===== src/rtl/load_store_unit.sv =====
// Load/store unit: takes one LOAD or STORE from the execute stage, runs a req/ack
// handshake to data memory, and returns a one-cycle response with range and timeout checks.
module load_store_unit #(
  parameter int DATA_W  = 16,
  parameter int ADDR_W  = 16,
  parameter int DEPTH   = 8,
  parameter int TIMEOUT = 15
) (
  input  logic              clk,
  input  logic              rst_n,
  input  logic              cpu_valid,
  output logic              cpu_ready,
  input  logic              cpu_load,
  input  logic              cpu_store,
  input  logic [ADDR_W-1:0] cpu_addr,
  input  logic [DATA_W-1:0] cpu_wdata,
  output logic              rsp_valid,
  output logic [DATA_W-1:0] rsp_rdata,
  output logic              rsp_err,
  output logic              stall,
  output logic              mem_req,
  output logic              mem_we,
  output logic [ADDR_W-1:0] mem_addr,
  output logic [DATA_W-1:0] mem_wdata,
  input  logic              mem_ack,
  input  logic [DATA_W-1:0] mem_rdata
);

  typedef enum logic [1:0] {
    IDLE = 2'd0,
    REQ  = 2'd1,
    RESP = 2'd2
  } state_t;

  localparam logic [ADDR_W-1:0] DEPTH_LIMIT = ADDR_W'(DEPTH);
  localparam logic [7:0]        COUNT_LAST  = 8'(TIMEOUT - 1);

  state_t            state, state_next;
  logic [7:0]        count, count_next;
  logic              op_we, op_we_next;
  logic [ADDR_W-1:0] addr_q, addr_next;
  logic [DATA_W-1:0] wdata_q, wdata_next;
  logic              rsp_err_next;
  logic [DATA_W-1:0] rsp_rdata_next;
  logic              accept;

  assign accept = cpu_valid & cpu_ready;

  always_comb begin
    state_next     = state;
    count_next     = count;
    op_we_next     = op_we;
    addr_next      = addr_q;
    wdata_next     = wdata_q;
    rsp_err_next   = 1'b0;
    rsp_rdata_next = '0;

    case (state)
      IDLE: begin
        count_next = '0;
        if (accept) begin
          if (cpu_load ^ cpu_store) begin
            op_we_next = cpu_store;
            addr_next  = cpu_addr;
            wdata_next = cpu_wdata;
            if (cpu_addr < DEPTH_LIMIT) begin
              state_next = REQ;
            end else begin
              state_next   = RESP;
              rsp_err_next = 1'b1;
            end
          end else if (cpu_load & cpu_store) begin
            state_next   = RESP;
            rsp_err_next = 1'b1;
          end
        end
      end

      // An ack arriving in the final allowed cycle still wins over the timeout.
      REQ: begin
        count_next = count + 8'd1;
        if (mem_ack) begin
          state_next     = RESP;
          rsp_rdata_next = op_we ? '0 : mem_rdata;
        end else if (count == COUNT_LAST) begin
          state_next   = RESP;
          rsp_err_next = 1'b1;
        end
      end

      RESP: begin
        state_next = IDLE;
        count_next = '0;
      end

      default: begin
        state_next = IDLE;
        count_next = '0;
      end
    endcase
  end

  // Every output is registered off the next state, so it lines up with the state it describes.
  always_ff @(posedge clk or negedge rst_n) begin
    if (!rst_n) begin
      state     <= IDLE;
      count     <= '0;
      op_we     <= 1'b0;
      addr_q    <= '0;
      wdata_q   <= '0;
      cpu_ready <= 1'b1;
      stall     <= 1'b0;
      mem_req   <= 1'b0;
      rsp_valid <= 1'b0;
      rsp_err   <= 1'b0;
      rsp_rdata <= '0;
    end else begin
      state     <= state_next;
      count     <= count_next;
      op_we     <= op_we_next;
      addr_q    <= addr_next;
      wdata_q   <= wdata_next;
      cpu_ready <= (state_next == IDLE);
      stall     <= (state_next != IDLE);
      mem_req   <= (state_next == REQ);
      rsp_valid <= (state_next == RESP);
      rsp_err   <= rsp_err_next;
      rsp_rdata <= rsp_rdata_next;
    end
  end

  assign mem_we    = op_we;
  assign mem_addr  = addr_q;
  assign mem_wdata = wdata_q;

endmodule

===== config.mk =====
export PLATFORM = sky130hd
export DESIGN_NAME = load_store_unit
export DESIGN_NICKNAME = d
export VERILOG_FILES = /design/src/rtl/load_store_unit.sv
export SDC_FILE = /design/constraint.sdc
export NUM_CORES = 1
export LEC_CHECK = 0
export ABC_CLOCK_PERIOD_IN_PS = 1700
export CORE_MARGIN = 8
export CORE_UTILIZATION = 41
export DETAILED_ROUTE_END_ITERATION = 8
export PLACE_DENSITY = 0.79
export SKIP_CTS_REPAIR_TIMING = 1
export SLEW_MARGIN = 5
export SYNTH_ARGS = -nofsm -noshare
export SYNTH_HDL_FRONTEND = slang
export SYNTH_SLANG_ARGS = --single-unit

===== constraint.sdc =====
create_clock -name clk -period 1.7 [get_ports clk]
set_clock_uncertainty 0.05 [all_clocks]
set_input_delay 0.34 -clock clk [delete_from_list [all_inputs] [get_ports clk]]
set_output_delay 0.34 -clock clk [all_outputs]
set_load 0.05 [all_outputs]

==> results.py, run 1 <==
metrics = {
    "routing": {
        "vias": 1836,
        "wl_per_cell_um": 15.9,
        "totalWireLength_um": 6020,
        "drtAntennaViolNets": 0,
        "dr.pass1.iters": 4,
        "viasPerCell": 4.84,
        "drt_drc_violations_left": 0,
        "first_iter_violations": 35,
    },
    "yosys": {
        "async_flop_share_pct": 100,
        "ys.warnings.count": 0,
        "synth_top_area_share_pct": 64.4,
        "synthTopCellsByCount": "dfrtp_1 (63), mux2_2 (33), and2_1 (17)",
        "synth_area_leaders": "dfrtp_1 (64%), mux2_2 (15%), and2_1 (4.3%)",
        "ys_ff_latch": 64,
        "syn_inst": 174,
        "avgSynthCellArea_um2": 14.1,
        "synth_seq_area_share_pct": 65.5,
        "synth_cell_types": 31,
        "syn-cell-area_um2": 2450,
        "yosysMostFrequentCell": "dfrtp_1",
        "ys_dominant_reg_cell": "dfrtp_1",
        "synth_edf_count": 0,
        "syn-num-nets": 231,
        "synth.largest_area_cell": "dfrtp_1",
    },
    "timing": {
        "fin_tns_setup_ns": 0,
        "drv_slew": 0,
        "fin_crit_sh_pct": 95.8,
        "timing.fmax_ghz": 0.614,
        "hold_viol": 0,
        "timing.hold.ws_ns": 0.234,
        "setup_viol": 0,
        "tightestPinTransition_ns": 0.455,
        "maxSlewHeadroom_pct": 69.3,
        "final.min_clock_period_ns": 1.63,
        "rsz0062_at_grt": "no",
    },
    "layout": {
        "finalNetCount": 356,
        "fill_cells": 457,
        "area.growth.synth_to_final_pct": 55.3,
        "instances_no_fill": 379,
        "utilization_pct": 64.9,
        "fin_area_um2": 3800,
        "drive_gt1_share_pct": 40.1,
        "num_antenna_cells": 0,
    },
    "power": {
        "ir_drop_v": 0.000895,
        "pwr_density_cell_nw_per_um2": 1320,
        "p_leak_uw": 0.00179,
    },
    "outcome": {
        "status": "finished clean",
    },
    "worst_setup_path": {
        "critPathCaptureType": "flip-flop",
        "r2r_setup_slack_ns": 0.24,
        "start_kind": "primary input",
        "crit_type": "in -> reg",
        "path_max_fanout": 22,
        "worst-endpoint-required_ns": 1.87,
        "arrival_ns": 1.79,
    },
    "flow_run": {
        "drv_cap": 0,
    },
    "cts": {
        "root_buffer": "clkbuf_8",
        "cts_buffer_depth": 2,
        "numCtsBuffers": 9,
        "cts_sinks": 64,
        "tritoncts": "yes",
        "path_clk_slew_ns": 0.07,
        "cts_max_level": 3,
        "clock_latency_ns": 0.33,
    },
    "floorplanning": {
        "ios": 108,
        "die_y_um": 93.3,
        "initial_utilization_pct": 41.8,
        "num_rows": 28,
        "core_region_area_um2": 5850,
        "dieWidth_um": 93.3,
        "dieArea_um2": 8700,
    },
    "placed_design": {
        "dp.cells": 362,
        "placement.io_buffers": 107,
        "hpwl_um": 4750,
        "dpl_cell_area_um2": 3570,
        "gp_congestion": 0.796,
    },
    "grt": {
        "grt_pass1_wl_um": 9630,
        "antenna_found_initial": 0,
        "grt_pass1_vias": 1918,
        "grtUsageTotal_pct": 14.1,
        "grt_max_degree": 24,
        "grt_overflow": 0,
    },
    "hold_path": {
        "hold_class": "in -> reg",
    },
}
sequential cells by signal, summed over array words and instances (netlist names):
register and flops:
count 8, cpu_ready 1, mem_addr 16, mem_req 1, mem_wdata 16, mem_we 1
rsp_err 1, rsp_rdata 16, rsp_valid 1, stall 1, state 2
per-layer routing:
layer	share of wire [%]	wire (µm)	GRT usage [%]	up-vias
met5	0	0	0	-
met4	1.4	87	5.77	0
met3	8.9	538	6.57	9
met2	51	3090	23.7	70
met1	38	2300	15.1	899
li1	-	-	-	858
layout make-up:
type / instances / area [µm²] / area share, %
clock buffers: 9 / 124 / 3.26
clock inverters: 7 / 48.8 / 1.28
inverters: 1 / 3.75 / 0.0988
multi-input cells: 104 / 853 / 22.5
flip-flops and latches: 64 / 1600 / 42.2
well taps: 75 / 93.8 / 2.47
repair buffers: 119 / 1070 / 28.3
path summary, 6_finish.rpt:
kind	from	end	cells after the start
hold / removal	cpu_addr[6]	mem_addr[6]$_DFFE_PN0P_	2
min in group asynchronous	rst_n	rsp_rdata[13]$_DFF_PN0_	2
hold reg to reg	state[1]$_DFF_PN0_	stall$_DFF_PN0_	1
setup / recovery	cpu_load	mem_wdata[2]$_DFFE_PN0P_	5
setup reg to reg	cpu_ready$_DFF_PN1_	mem_wdata[2]$_DFFE_PN0P_	3
max in group asynchronous	rst_n	count[1]$_DFF_PN0_	3
placed cells by master, fill, tap and decap left out, types with 2 or more instances in the layout:
cell type,synthesis,final
dlymetal6s2s_1,0,5
a21oi_1,4,4
dfrtp_1,63,63
and2_1,17,17
o31ai_1,3,2
clkinv_2,0,2
buf_4,0,62
o21ai_0,2,2
clkbuf_8,0,9
buf_12,0,3
or4_4,0,2
xor2_1,2,2
nor3b_1,2,2
nand3_1,4,4
nand2_1,4,4
ha_1,3,2
o22ai_1,2,2
or3_1,2,2
clkdlybuf4s50_1,0,47
clkinvlp_4,0,4
nor2_1,12,12
mux2_2,33,33
worst max-delay path: stages:
cell,delay (ns)
clkdlybuf4s50_1,0.51
ha_4,0.22
nand4_1,0.16
buf_12,0.21
mux2_2,0.35
power breakdown:
part / total, µW / internal (µW) / switching [µW]
Combinational: 1980 / 706 / 1270
Clock: 1120 / 524 / 594
Sequential: 1930 / 1800 / 137
Total: 5030 / 3030 / 2000
kinds of logic (layout without fill, tap and decap cells):
group                    Yosys count  in the layout  share of synthesized area (%)
AO/OA/AOI/OAI                     14             14                           3.78
AND/OR/NAND/NOR                   51             51                           11.9
adder cells (fa/ha/maj)            3              3                           1.53
XOR/XNOR                           3              3                           1.07
multiplexers                      33             33                           15.2
flip-flops                        64             64                           65.5
buffers and inverters              6            136                           1.02
through the flow:
step	worst slack [ns]	power, µW
finish	0.0719	5030
global route	0.0341	5270
CTS	-0.184	5100
detailed placement	-0.543	3960
global placement	-0.435	3930
floorplan	0.00569	3210
(Power assumes the default switching activity.)
==> run 2: changes to the inputs <==
==> config.mk (replaced) <==
export PLATFORM = sky130hd
export DESIGN_NAME = load_store_unit
export DESIGN_NICKNAME = d
export VERILOG_FILES = /design/src/rtl/load_store_unit.sv
export SDC_FILE = /design/constraint.sdc
export NUM_CORES = 1
export LEC_CHECK = 0
export ABC_CLOCK_PERIOD_IN_PS = 1450
export CORE_MARGIN = 8
export CORE_UTILIZATION = 37
export DETAILED_ROUTE_END_ITERATION = 8
export PLACE_DENSITY = 0.75
export SKIP_CTS_REPAIR_TIMING = 1
export SLEW_MARGIN = 10
export SYNTH_ARGS = -nofsm -noshare
export SYNTH_HDL_FRONTEND = slang
export SYNTH_SLANG_ARGS = --single-unit
==> constraint.sdc (replaced) <==
create_clock -name clk -period 1.45 [get_ports clk]
set_clock_uncertainty 0.05 [all_clocks]
set_input_delay 0.29 -clock clk [delete_from_list [all_inputs] [get_ports clk]]
set_output_delay 0.29 -clock clk [all_outputs]
set_load 0.05 [all_outputs]
==> run 2 against run 1 <==
Effect of this change:
- the flow now finishes with violations (setup timing)
- cell area rose by 23%
- first-iteration DRC count rose to 2.6 times the previous value
- global-route usage is 0.085 points lower
- sequential power up 27%
- hold slack got worse by 0.054 ns
- routed wire length is 19% higher
- final cell count increased by 3.4%
- die area grew 8.9%
- non-clock buffer count grew 11
- via count grew 5.3%
- combinational power grew 62%
- total power grew 43%
- highest routed layer unchanged
==> results.py, run 2 (same netlist as run 1, synthesis figures left out) <==
metrics = {
    "placed_design": {
        "hpwl_um": 5080,
        "gp_congestion": 0.764,
        "placement.io_buffers": 107,
        "dp.cells": 363,
        "dpl_cell_area_um2": 4220,
        "pre_cts_slack_ns": -0.634,
    },
    "cts": {
        "cts_sinks": 64,
        "clock_latency_ns": 0.34,
        "tritoncts": "yes",
        "cts_max_level": 3,
        "path_clk_slew_ns": 0.07,
        "numCtsBuffers": 9,
        "cts_buffer_depth": 2,
        "root_buffer": "clkbuf_8",
    },
    "layout": {
        "area.growth.synth_to_final_pct": 90.4,
        "fin_area_um2": 4660,
        "layout_commonest_cell": "dfrtp_1",
        "instances_no_fill": 392,
        "multi_input_area_um2": 880,
        "utilization_pct": 73.0,
        "seqCellArea_um2": 1600,
        "fill_cells": 406,
        "mostFrequentLayoutCells": "dfrtp_1 (63), buf_12 (56), clkdlybuf4s50_1 (46), mux2_2 (33), and2_1 (17)",
        "finalNetCount": 367,
        "drive_gt1_share_pct": 44.1,
        "num_antenna_cells": 0,
    },
    "timing": {
        "rsz0062_at_grt": "yes",
        "maxSlewHeadroom_pct": 64.2,
        "setup_viol": 36,
        "timing.hold.ws_ns": 0.181,
        "tightestPinTransition_ns": 0.530,
        "fin_crit_sh_pct": 109,
        "setup_ws_ns": -0.130,
        "hold_viol": 0,
        "final.min_clock_period_ns": 1.58,
        "timing.fmax_ghz": 0.633,
        "drv_slew": 0,
    },
    "routing": {
        "viasPerCell": 4.93,
        "dr.pass1.iters": 5,
        "totalWireLength_um": 7150,
        "vias": 1933,
        "drt_drc_violations_left": 0,
        "wl_per_cell_um": 18.2,
        "first_iter_violations": 92,
        "drtAntennaViolNets": 0,
    },
    "worst_setup_path": {
        "path_buf_inv": 3,
        "critical-path-top-delay-family": "buffers and inverters",
        "crit_type": "reg -> reg",
        "cp_slowest_stage_delay_ns": 0.40,
        "arrival_ns": 1.78,
        "worst-endpoint-required_ns": 1.65,
        "cp_slowest_cell": "dfrtp_1",
        "crit_chain": "nor2_2, nand4_1, buf_4, buf_8, buf_6, o31ai_2",
        "start_kind": "flip-flop",
        "critPathCaptureType": "flip-flop",
        "path_max_fanout": 8,
    },
    "grt": {
        "grt_max_degree": 65,
        "grtUsageTotal_pct": 14.1,
        "grt_overflow": 0,
        "antenna_found_initial": 0,
        "grt_pass1_wl_um": 10600,
        "grt_pass1_vias": 2042,
    },
    "floorplanning": {
        "core_region_area_um2": 6390,
        "ios": 108,
        "num_rows": 29,
        "initial_utilization_pct": 38.3,
        "dieArea_um2": 9470,
        "dieWidth_um": 97.3,
        "die_y_um": 97.3,
    },
    "hold_path": {
        "hold_class": "in -> reg",
    },
    "outcome": {
        "violations": "setup timing",
        "status": "finished with violations",
    },
    "power": {
        "pwr_density_cell_nw_per_um2": 1540,
        "p_leak_uw": 0.00211,
        "ir_drop_v": 0.00125,
    },
    "flow_run": {
        "drv_cap": 0,
    },
}
## run 2: cell count changes in the layout (fill, tap and decap cells not counted), sizes merged
cell and change:
clkbuf +3, clkinvlp -3, buf +10, clkdlybuf4s50 -1, bufinv +1, dlymetal6s2s +1
## run 2: area by class of cell
| class | instances | area share, % |
|---|---|---|
| Timing Repair Buffer | 130 | 40.3 |
| Sequential cell | 64 | 34.4 |
| Multi-Input combinational cell | 104 | 18.9 |
| Clock buffer | 11 | 3.03 |
| Tap cell | 77 | 2.07 |
| Clock inverter | 5 | 1.21 |
| Inverter | 1 | 0.0805 |
## run 2: power by group
part / internal (µW) / total [µW] / switching (µW) / leakage, µW
logic: 1660 / 3200 / 1540 / 0.00119
clock network: 838 / 1520 / 687 / 0.0000993
registers: 2110 / 2460 / 346 / 0.000816
total: 4600 / 7180 / 2580 / 0.00211
## run 2: worst paths after layout
| check | from | endpoint | slack, ns | depth (start not counted) |
|---|---|---|---|---|
| worst max-delay path | state[0]$_DFF_PN0_ | mem_req$_DFF_PN0_ | -0.13 | 6 |
| worst min-delay path | cpu_addr[10] | mem_addr[10]$_DFFE_PN0P_ | 0.18 | 2 |
| worst max register to register | state[0]$_DFF_PN0_ | mem_req$_DFF_PN0_ | -0.13 | 6 |
| worst min register to register | state[1]$_DFF_PN0_ | stall$_DFF_PN0_ | 0.44 | 1 |
| max in group asynchronous | rst_n | cpu_ready$_DFF_PN1_ | 0.61 | 3 |
| min in group asynchronous | rst_n | mem_addr[1]$_DFFE_PN0P_ | 0.43 | 3 |
## run 2: per-stage QoR
| stage | total power [µW] | TNS (ns) |
|---|---|---|
| after floorplan | 3770 | -7.31 |
| after global placement | 5570 | -24.03 |
| after detailed placement | 5620 | -26.84 |
| after CTS | 7160 | -10.62 |
| after global routing | 7430 | -4.63 |
| final | 7180 | -2.84 |
## run 2: per-layer routing
metal / part of all wire [%] / global-route usage (%) / vias up
li1: - / - / 879
met1: 37 / 15.0 / 941
met2: 51 / 23.0 / 96
met3: 10 / 6.97 / 17
met4: 1.9 / 6.29 / 0
met5: 0 / 0 / -
==> run 3: changes to the inputs <==
--- a/config.mk
+++ b/config.mk
@@ -9,6 +9,7 @@
 export CORE_MARGIN = 8
 export CORE_UTILIZATION = 37
 export DETAILED_ROUTE_END_ITERATION = 8
+export GPL_TIMING_DRIVEN = 0
 export PLACE_DENSITY = 0.75
 export SKIP_CTS_REPAIR_TIMING = 1
 export SLEW_MARGIN = 10
==> run 3 against run 2 <==
Effect of this change:
- the run ends with hold timing, setup timing left
- global-route usage decreased by 1.2 points
- register-to-register slack improved by 0.04 ns
- clock-buffer cell count unchanged
- non-clock buffer count decreased by 7
- total power decreased by 17%
- clock power increased by 3%
- final cell count decreased by 1.8%
- fmax increased by 2.8%
- sequential power decreased by 8.1%
- largest cell class is now flip-flops and latches
==> results.py, run 3 (same netlist as run 1, synthesis figures left out) <==
metrics = {
    "placed_design": {
        "gp_congestion": 0.768,
        "placement.io_buffers": 107,
        "pre_cts_slack_ns": -0.916,
        "hpwl_um": 4550,
    },
    "worst_setup_path": {
        "crit_type": "reg -> reg",
        "r2r_end": "mem_addr[15]$_DFFE_PN0P_",
        "path_buf_inv": 3,
        "start_kind": "flip-flop",
        "r2r-start": "state[1]$_DFF_PN0_",
        "reg2regPathDepth": 6,
        "critPathCaptureType": "flip-flop",
        "critical-path-top-delay-family": "flip-flops",
        "arrival_ns": 1.70,
        "crit_path_frequent_cell": "buf_6",
        "worst-endpoint-required_ns": 1.61,
        "crit_cells": 6,
        "path_max_fanout": 5,
        "crit_chain": "nor2_2, nand4_1, buf_6, buf_6, buf_6, mux2_2",
        "cp_slowest_stage_delay_ns": 0.41,
        "r2r_setup_slack_ns": -0.09,
        "cp_slowest_cell": "dfrtp_1",
    },
    "timing": {
        "hold_viol": 5,
        "tightestPinTransition_ns": 0.783,
        "fin_crit_sh_pct": 106,
        "timing.fmax_ghz": 0.651,
        "timing.hold.ws_ns": -0.000865,
        "setup_ws_ns": -0.0869,
        "setup_viol": 14,
        "drv_slew": 0,
        "final.min_clock_period_ns": 1.54,
        "rsz0062_at_grt": "yes",
        "maxSlewHeadroom_pct": 47.8,
        "fin_tns_setup_ns": -0.465,
    },
    "grt": {
        "antenna_found_initial": 0,
        "grt_pass1_vias": 1991,
        "grt_max_degree": 65,
        "grtUsageTotal_pct": 12.9,
        "grt_pass1_wl_um": 9970,
        "grt_overflow": 0,
    },
    "hold_path": {
        "hold_class": "in -> async",
    },
    "power": {
        "ir_drop_v": 0.00128,
        "pwr_density_cell_nw_per_um2": 1580,
        "p_leak_uw": 0.00187,
    },
    "routing": {
        "drtAntennaViolNets": 0,
        "viasPerCell": 4.75,
        "dr.pass1.iters": 4,
        "vias": 1829,
        "first_iter_violations": 43,
        "totalWireLength_um": 6390,
        "wl_per_cell_um": 16.6,
        "drt_drc_violations_left": 0,
    },
    "flow_run": {
        "drv_cap": 0,
    },
    "cts": {
        "path_clk_slew_ns": 0.07,
        "tritoncts": "yes",
        "cts_sinks": 64,
        "cts_max_level": 3,
        "cts_buffer_depth": 2,
        "clock_latency_ns": 0.33,
        "root_buffer": "clkbuf_8",
        "numCtsBuffers": 9,
    },
    "floorplanning": {
        "core_region_area_um2": 6390,
        "die_y_um": 97.3,
        "dieWidth_um": 97.3,
        "dieArea_um2": 9470,
        "initial_utilization_pct": 38.3,
        "num_rows": 29,
        "ios": 108,
    },
    "layout": {
        "drive_gt1_share_pct": 43.2,
        "mostFrequentLayoutCells": "dfrtp_1 (62), clkbuf_2 (50), clkdlybuf4s50_1 (46), mux2_2 (33), and2_1 (17)",
        "area.growth.synth_to_final_pct": 54.4,
        "utilization_pct": 59.2,
        "num_antenna_cells": 0,
        "finalNetCount": 360,
        "layout_commonest_cell": "dfrtp_1",
        "fill_cells": 530,
    },
    "outcome": {
        "violations": "hold timing, setup timing",
        "status": "finished with violations",
    },
}
## run 3: cell types whose count changed in the layout (fill, tap and decap cells not counted), moves of 2 or more
cell	change
buf_4	-2
dlymetal6s2s_1	+3
clkbuf_2	+50
buf_6	+3
buf_12	-56
buf_8	-4
## run 3: routing by layer
| layer | GRT usage [%] | share of wire (%) | vias to the layer above |
|---|---|---|---|
| met4 | 5.94 | 0.99 | 0 |
| met2 | 20.4 | 48 | 65 |
| met1 | 14.0 | 42 | 895 |
| li1 | - | - | 863 |
| met3 | 6.83 | 8.6 | 6 |
| met5 | 0 | 0 | - |
## run 3: worst reg2reg max path, stage by stage, from the launching register on
cell	delay, ns
dfrtp_1	0.41
nor2_2	0.14
nand4_1	0.16
buf_6	0.17
buf_6	0.11
buf_6	0.12
mux2_2	0.26
## run 3: how the worst max path moves through the flow
stage,from,to
after global placement,rst_n,mem_addr[11]$_DFFE_PN0P_
after floorplan,cpu_ready$_DFF_PN1_,mem_addr[10]$_DFFE_PN0P_
after global routing,state[1]$_DFF_PN0_,mem_addr[15]$_DFFE_PN0P_
after detailed placement,cpu_store,mem_wdata[3]$_DFFE_PN0P_
final,state[1]$_DFF_PN0_,mem_addr[15]$_DFFE_PN0P_
after CTS,cpu_ready$_DFF_PN1_,cpu_ready
## run 3: through the flow
| step | total power, µW | instance area [µm²] | instances | hold WS [ns] |
|---|---|---|---|---|
| after global routing | 6230 | 3780 | 385 | 0.0615 |
| final | 5970 | 3780 | 385 | -0.000865 |
| after detailed placement | 4720 | 3620 | 358 | 0.385 |
| after floorplan | 3770 | 2460 | 174 | -0.0556 |
| after global placement | 4680 | 3620 | 358 | 0.400 |
| after CTS | 6300 | 3830 | 374 | 0.0160 |
## run 3: cell type report
type	count	area [µm²]	area share, %
sequential	64	1600	42.5
timing repair buffer	118	932	24.7
multi-input combinational	104	891	23.6
clock buffer	11	151	4.01
tap	77	96.3	2.55
clock inverter	5	55.1	1.46
buffer	5	45.0	1.19
inverter	1	3.75	0.0993
## run 3: where the power goes
group / internal [µW] / switching (µW) / leakage (µW)
Clock: 881 / 683 / 0.000101
Combinational: 628 / 1510 / 0.000951
Sequential: 2110 / 158 / 0.000814
Total: 3620 / 2350 / 0.00187
